[src/rtl/bcd_sync_counter.sv]
`default_nettype none
// ============================================================================
//  Module   : bcd_sync_counter
//  Purpose  : Fully synchronous multi-digit modulo up/down counter with
//             parallel load, terminal-count flag, cascade carry and a
//             registered wrap pulse. Every flop is on the single clock.
//  Options  : BCD_CNT_SATURATE_EN - when defined, the counter holds at its
//             terminal value instead of wrapping, and wrap never asserts.
//  Revision : 1.0 - initial release
// ============================================================================
module bcd_sync_counter #(
  parameter int DIGITS = 2,   // number of 4-bit digits (1..8)
  parameter int MOD    = 10   // modulus of every digit (2..16)
) (
  input  logic                  clock,
  input  logic                  clear_in,
  input  logic                  en,
  input  logic                  up,
  input  logic                  load,
  input  logic [4*DIGITS-1:0]   load_val,
  output logic [4*DIGITS-1:0]   count,
  output logic                  tc,
  output logic                  carry_out,
  output logic                  wrap
);

  localparam int         W     = 4 * DIGITS;
  localparam logic [3:0] C_MAX = 4'(MOD - 1);
  localparam logic [4:0] C_MOD = 5'(MOD);
`ifdef BCD_CNT_SATURATE_EN
  localparam bit         C_SATURATE = 1'b1;
`else
  localparam bit         C_SATURATE = 1'b0;
`endif

  logic [W-1:0]      count_q;
  logic [W-1:0]      count_d;
  logic              wrap_q;
  logic              wrap_d;
  logic [DIGITS-1:0] dig_max;     // digit k sits at MOD-1
  logic [DIGITS-1:0] dig_zero;    // digit k sits at 0
  logic [DIGITS-1:0] move;        // digit k steps on a counting edge
  logic [W-1:0]      load_clean;  // load value with out-of-range nibbles zeroed
  logic [W-1:0]      stepped;     // count after one up/down step (wrapping)

  // Digit 0 always moves on a counting edge; higher digits need every lower
  // digit at its terminal value (MOD-1 going up, 0 going down).
  assign move[0] = 1'b1;

  generate
    for (genvar k = 0; k < DIGITS; k++) begin : g_digit
      logic [3:0] cur;
      assign cur         = count_q[4*k +: 4];
      assign dig_max[k]  = (cur == C_MAX);
      assign dig_zero[k] = (cur == 4'd0);

      // A nibble outside 0..MOD-1 is loaded as 0 so digits stay in range.
      assign load_clean[4*k +: 4] =
        ({1'b0, load_val[4*k +: 4]} < C_MOD) ? load_val[4*k +: 4] : 4'd0;

      assign stepped[4*k +: 4] =
        !move[k] ? cur :
        up       ? (dig_max[k]  ? 4'd0  : cur + 4'd1) :
                   (dig_zero[k] ? C_MAX : cur - 4'd1);

      if (k < DIGITS - 1) begin : g_chain
        assign move[k+1] = move[k] & (up ? dig_max[k] : dig_zero[k]);
      end
    end
  endgenerate

  // Terminal count follows the live direction input, independent of en.
  assign tc        = up ? (&dig_max) : (&dig_zero);
  assign carry_out = tc & en & ~load & ~clear_in;

  // Next count: load beats counting; a terminal-count step wraps (or holds
  // when saturating) and flags a wrap for the following cycle.
  always_comb begin
    count_d = count_q;
    wrap_d  = 1'b0;
    if (load) begin
      count_d = load_clean;
    end else if (en) begin
      if (tc && C_SATURATE) begin
        count_d = count_q;
      end else begin
        count_d = stepped;
        wrap_d  = tc;
      end
    end
  end

  // State register; clear_in is a synchronous reset with top priority.
  always_ff @(posedge clock) begin
    if (clear_in) begin
      count_q <= '0;
      wrap_q  <= 1'b0;
    end else begin
      count_q <= count_d;
      wrap_q  <= wrap_d;
    end
  end

  assign count = count_q;
  assign wrap  = wrap_q;

endmodule
`default_nettype wire

[config.mk]
export PLATFORM = sky130hd
export DESIGN_NAME = bcd_sync_counter
export DESIGN_NICKNAME = d
export VERILOG_FILES = /design/src/rtl/bcd_sync_counter.sv
export SDC_FILE = /design/constraint.sdc
export NUM_CORES = 1
export LEC_CHECK = 0
export CAP_MARGIN = 40
export CORE_MARGIN = 5
export CORE_UTILIZATION = 59
export DETAILED_ROUTE_END_ITERATION = 10
export DONT_BUFFER_PORTS = 1
export GPL_ROUTABILITY_DRIVEN = 1
export HOLD_SLACK_MARGIN = 0.1
export PLACE_DENSITY = 0.75
export SLEW_MARGIN = 20
export SYNTH_ARGS = -nofsm -noshare
export SYNTH_HDL_FRONTEND = slang
export SYNTH_SLANG_ARGS = --single-unit
[constraint.sdc]
create_clock -name clock -period 1.98 [get_ports clock]
set_input_delay 0.198 -clock clock [delete_from_list [all_inputs] [get_ports clock]]
set_output_delay 0.198 -clock clock [all_outputs]
set_load 0.01 [all_outputs]
Word level (Yosys, flattened, before mapping)
Cells that the tools add are included.

cells by class
  bitwise logic cells = 6
  eq/ne operators = 2
  order comparisons = 2
  add/sub/neg operators = 4
  reductions and logical operators = 8
  muxes and demuxes = 13

operators with widths
  kind                 count
  $mux 4               9
  $mux 8               2
  $add 4x1->4 const B  2
  $eq 4x4->1 const B   2
  $logic_not 4->1      2
  $lt 4x4->1 const B   2
  $sub 4x1->4 const B  2
  $reduce_and 2->1     3
  $reduce_bool 2->1    2
  $and 1x1->1          3
  $not 1->1            3
  $reduce_or 3->1      1
  $mux 1               2

storage, ports and cells
  flip-flop bits (word level) = 9
  word-level logic and storage cells = 38

Longest topological paths before layout
  depth in word-level cells = 6
  gate-level depth with buffers = 6

Worst setup path after synthesis
Ideal clock, no wire load.

  kind = reg2out
  start point = register count_q[0], in the netlist count[0]
  end point = output port carry_out
  required time = 1.782 ns
  buffers on the path = 0
  cell stages (with the launch flop) = 5
  path slack = 0.375 ns
  arrival time = 1.407 ns
  path through = dfxtp_1 -> or4_1 -> o22ai_1 -> and3_1 -> and3_1

between the ends
  longest elaborated chain between the ends = 6
  elaborated cells between the ends (all ways) = 8
  those cells by class = eq/ne: 1; mux: 1; bitwise: 3; reduce/logical: 3

ends and longest elaborated chain
  item                                                  line    text
  start: declaration                                    36      logic [W-1:0] count_q;
  start signal: assignment                              99      count_q <= count_d;
  $eq 4x4->1 / $logic_not 4->1 (equally long branches)  54, 55
  $reduce_and 2->1                                      73      assign tc = up ? (&dig_max) : (&dig_zero);
  $mux 1 *                                              73
  via tc                                                22      output logic tc,
  $and 1x1->1 * (3 in a row)                            74      assign carry_out = tc & en & ~load & ~clear_in;
  end: declaration                                      23      output logic carry_out,

Mark *: on every way through the listed nets, which the timed path passes. The rest lies on a longest branch.

Final worst setup path
Same ends and word-level chain as after synthesis.

==> summary.md <==
| Metric | Value |
|---|---|
| Footprint of the multi-input gates | `approximately 550 sq um` |
| Initial antenna violation count | `0` |
| Final Setup Violations | `0` |
| Via count | `approximately 810` |
| Status | `completed` |
| Drt pass-1 iters | `4` |
| Critical Path RT | `approximately 1.8 ns` |
| Synth unique cells | `47` |
| Synthesized area per cell | `7.72 sq um` |
| Post-synth ARST share | `0%` |
| # clock sinks | `9` |
| Die Area | `~2300 sq um` |
| Routed wire per std cell | `~17 microns` |
| Num CTS Buffers | `3` |
| Worst setup slack after layout | `about 0.10 ns` |
| Area after DPL | `782 sq um` |
| Final Hold Fails | `0` |
| Dpl ws | `approximately 0.34 ns` |
| Routability cong. | `about 0.74` |
| Worst-Skew Late Latency | `about 0.27 ns` |
| Root buf cell | `clkbuf_4` |
| Global-route wire length before repair | `approximately 3.1 mm` |
| Iter 0 DRT Violations | `26` |
| Top FF cell, synth | `dfxtp_1` |
| PD cells | `579 nW/um^2` |
| Max cap viols | `0` |
| FF+latch count, synth | `9` |
| Die Y | `around 48 microns` |
| Relative slew slack | `70.0%` |
| FF+latch area | `between 150 and 200 sq um` |
| Minimum clock period | `approximately 1.9 ns` |
| Least-Margin Pin Slew | `around 0.45 ns` |
| Worst min-delay path class | `input pin to flop` |
| Post-Syn Area | `between 800 and 900 sq um` |
| Area Overhead vs Synth | `0.751%` |
| Largest net degree at the start of global routing | `19` |
| Seq/Total Area, Yosys | `~22%` |
| ANT cells | `0` |
| Post-synth EDFFs | `0` |
| Layout cells sized above 1 | `around 14%` |
| Worst-path clk slew | `~0.060 ns` |
| Max VDD drop | `around 0.00029 V` |
| Leakage | `0.000308 uW` |
| CP max stage delay | `about 0.51 ns` |
| H-tree depth | `1` |
| Grt met1 use | `25.8%` |
| RSZ-0062 raised after global routing | `false` |
| Global Route met2 Usage | `between 30% and 40%` |
| Post-route ant nets | `0` |
| Port-buffer cells | `0` |
| Critical path startpoint category | `flop` |
| Max Clk Rate | `533 MHz` |
| Buf/Inv on CP | `0` |
| Layout Utilization | `a little under two thirds` |
| Fin Setup TNS | `0 ns` |
| CTS Buffer Depth | `2` |
| CTS tree | `yes` |
| GRT Residual Overflow | `0` |
| Met3 Track Usage GR | `just under 5%` |
| # nets final | `120` |
| Final number of max-transition violations | `0` |
| Filler cell count | `122` |
| Worst-path maximum fanout | `3` |
| Clock skew | `approximately 0.0013 ns` |
| Detailed Route WL | `slightly above 2 mm` |
| Via-per-instance ratio | `~6.7` |
| Crit. End Element | `primary output` |
| Crit path arrival time | `about 1.7 ns` |
| Critical path type | `flop to primary output` |
| DRC violations left | `0` |
| Vias in the first global route | `just over 700` |
| Critical-path top delay cell | `or4_1` |
| Most frequent cells in the layout | `o21ai_0 (9), dfxtp_1 (9), nor2_1 (7)` |
| Die W | `about 48 microns` |
| Detail Placement HPWL | `1.50 mm` |
| I/O pin cnt | `24` |
| Syn nets | `121` |
| Global-route usage over all layers | `between 20% and 30%` |
| Period utilisation layout | `a little over nine tenths` |
| Ys Warns | `0` |
| Cell Chain, Critical Path | `or4_1 -> o22ai_1 -> and3_2 -> and3_1` |
| Core Region | `1320 sq um` |
| # rows | `13` |
| Setup bufs post-CTS | `0` |
| GRT Max-Usage Layer | `met2` |
| Starting Density | `63.2%` |
| Final Cell Area | `840 sq um` |
| Synth Instances | `around 110` |
| Gate family responsible for the most delay along the worst path | `simple AND/OR/NAND/NOR gates` |
[stage by stage]
| step | std cells | total power (uW) | hold slack (ns) |
|---|---|---|---|
| floorplan | 108 | 331 | 0.331 |
| global placement | 114 | 327 | 0.264 |
| detailed placement | 114 | 331 | 0.263 |
| CTS | 121 | 487 | 0.112 |
| global route | 121 | 513 | 0.112 |
| finish | 121 | 486 | 0.115 |
[logic make-up after synthesis]
| logic type | after synthesis | share of synthesized area [%] |
|---|---|---|
| and+or+nand+nor | 44 | 31.4 |
| AOI/OAI and AO/OA | 34 | 28.8 |
| buffers and inverters | 16 | 12.9 |
| DFF | 9 | 21.6 |
| xor gates and xnor gates | 5 | 5.26 |
[worst register-to-register path, cell delays in order (launching register included)]
cell and delay [ns]:
dfxtp_1 0.60, and3_2 0.30, o211ai_2 0.14, a211o_1 0.28, a311oi_1 0.25
[worst paths after layout]
kind	cells past startpoint	start	to	slack (ns)
min	2	load_val[1]	count[3]	0.11
max	4	count[0]	carry_out	0.10
min reg2reg	2	count[5]	count[5]	0.71
max reg2reg	4	count[3]	count[5]	0.34
[cells in the mapped netlist, types with 2 or more instances]
cell | n | share of area, %
dfxtp_1 | 9 | 22
o21ai_0 | 9 | 5.4
nor2_1 | 7 | 3.2
nand3_1 | 6 | 3.6
a21oi_1 | 5 | 3.0
and3_1 | 4 | 3.0
inv_1 | 4 | 1.8
nand2_1 | 4 | 1.8
xnor2_1 | 4 | 4.2
a211oi_1 | 3 | 2.7
buf_2 | 3 | 1.8
buf_4 | 3 | 2.7
nor3_1 | 3 | 1.8
a21boi_0 | 2 | 1.8
buf_6 | 2 | 2.7
clkbuf_1 | 2 | 0.90
nand2b_1 | 2 | 1.5
nand4b_1 | 2 | 2.1
nor2b_1 | 2 | 1.5
nor3b_1 | 2 | 1.8
nor4_1 | 2 | 1.5
o22ai_1 | 2 | 1.5
or4_1 | 2 | 1.8
[power breakdown]
group          internal (uW)  switching (uW)  leakage [uW]
clock network           78.2            72.2     0.0000150
logic                   56.2            63.2      0.000219
registers                192            23.8     0.0000740
total                    327             159      0.000308
[sequential cells by signal, summed over array words and instances (netlist names)]
register / flops
count: 8
wrap: 1
[final cells by class]
class,instances,area share (%)
Multi-Input combinational cell,83,65.1
Inverter,4,1.79
Tap cell,15,2.24
Clock buffer,4,3.13
Sequential cell,9,21.5
Timing Repair Buffer,6,6.26
[layer usage]
layer,vias to the layer above,wire length (microns),share of wire (%)
met5,-,0,0
li1,392,-,-
met1,362,866,42
met4,0,36,1.8
met3,4,309,15
met2,48,825,40
[what timing repair did]
item	CTS	global route
gates resized for setup	0	1
hold endpoints to repair	8	0
endpoints found under the setup margin	0	1
hold buffers	3	0
No activity file was read; power rests on OpenSTA's default activity.
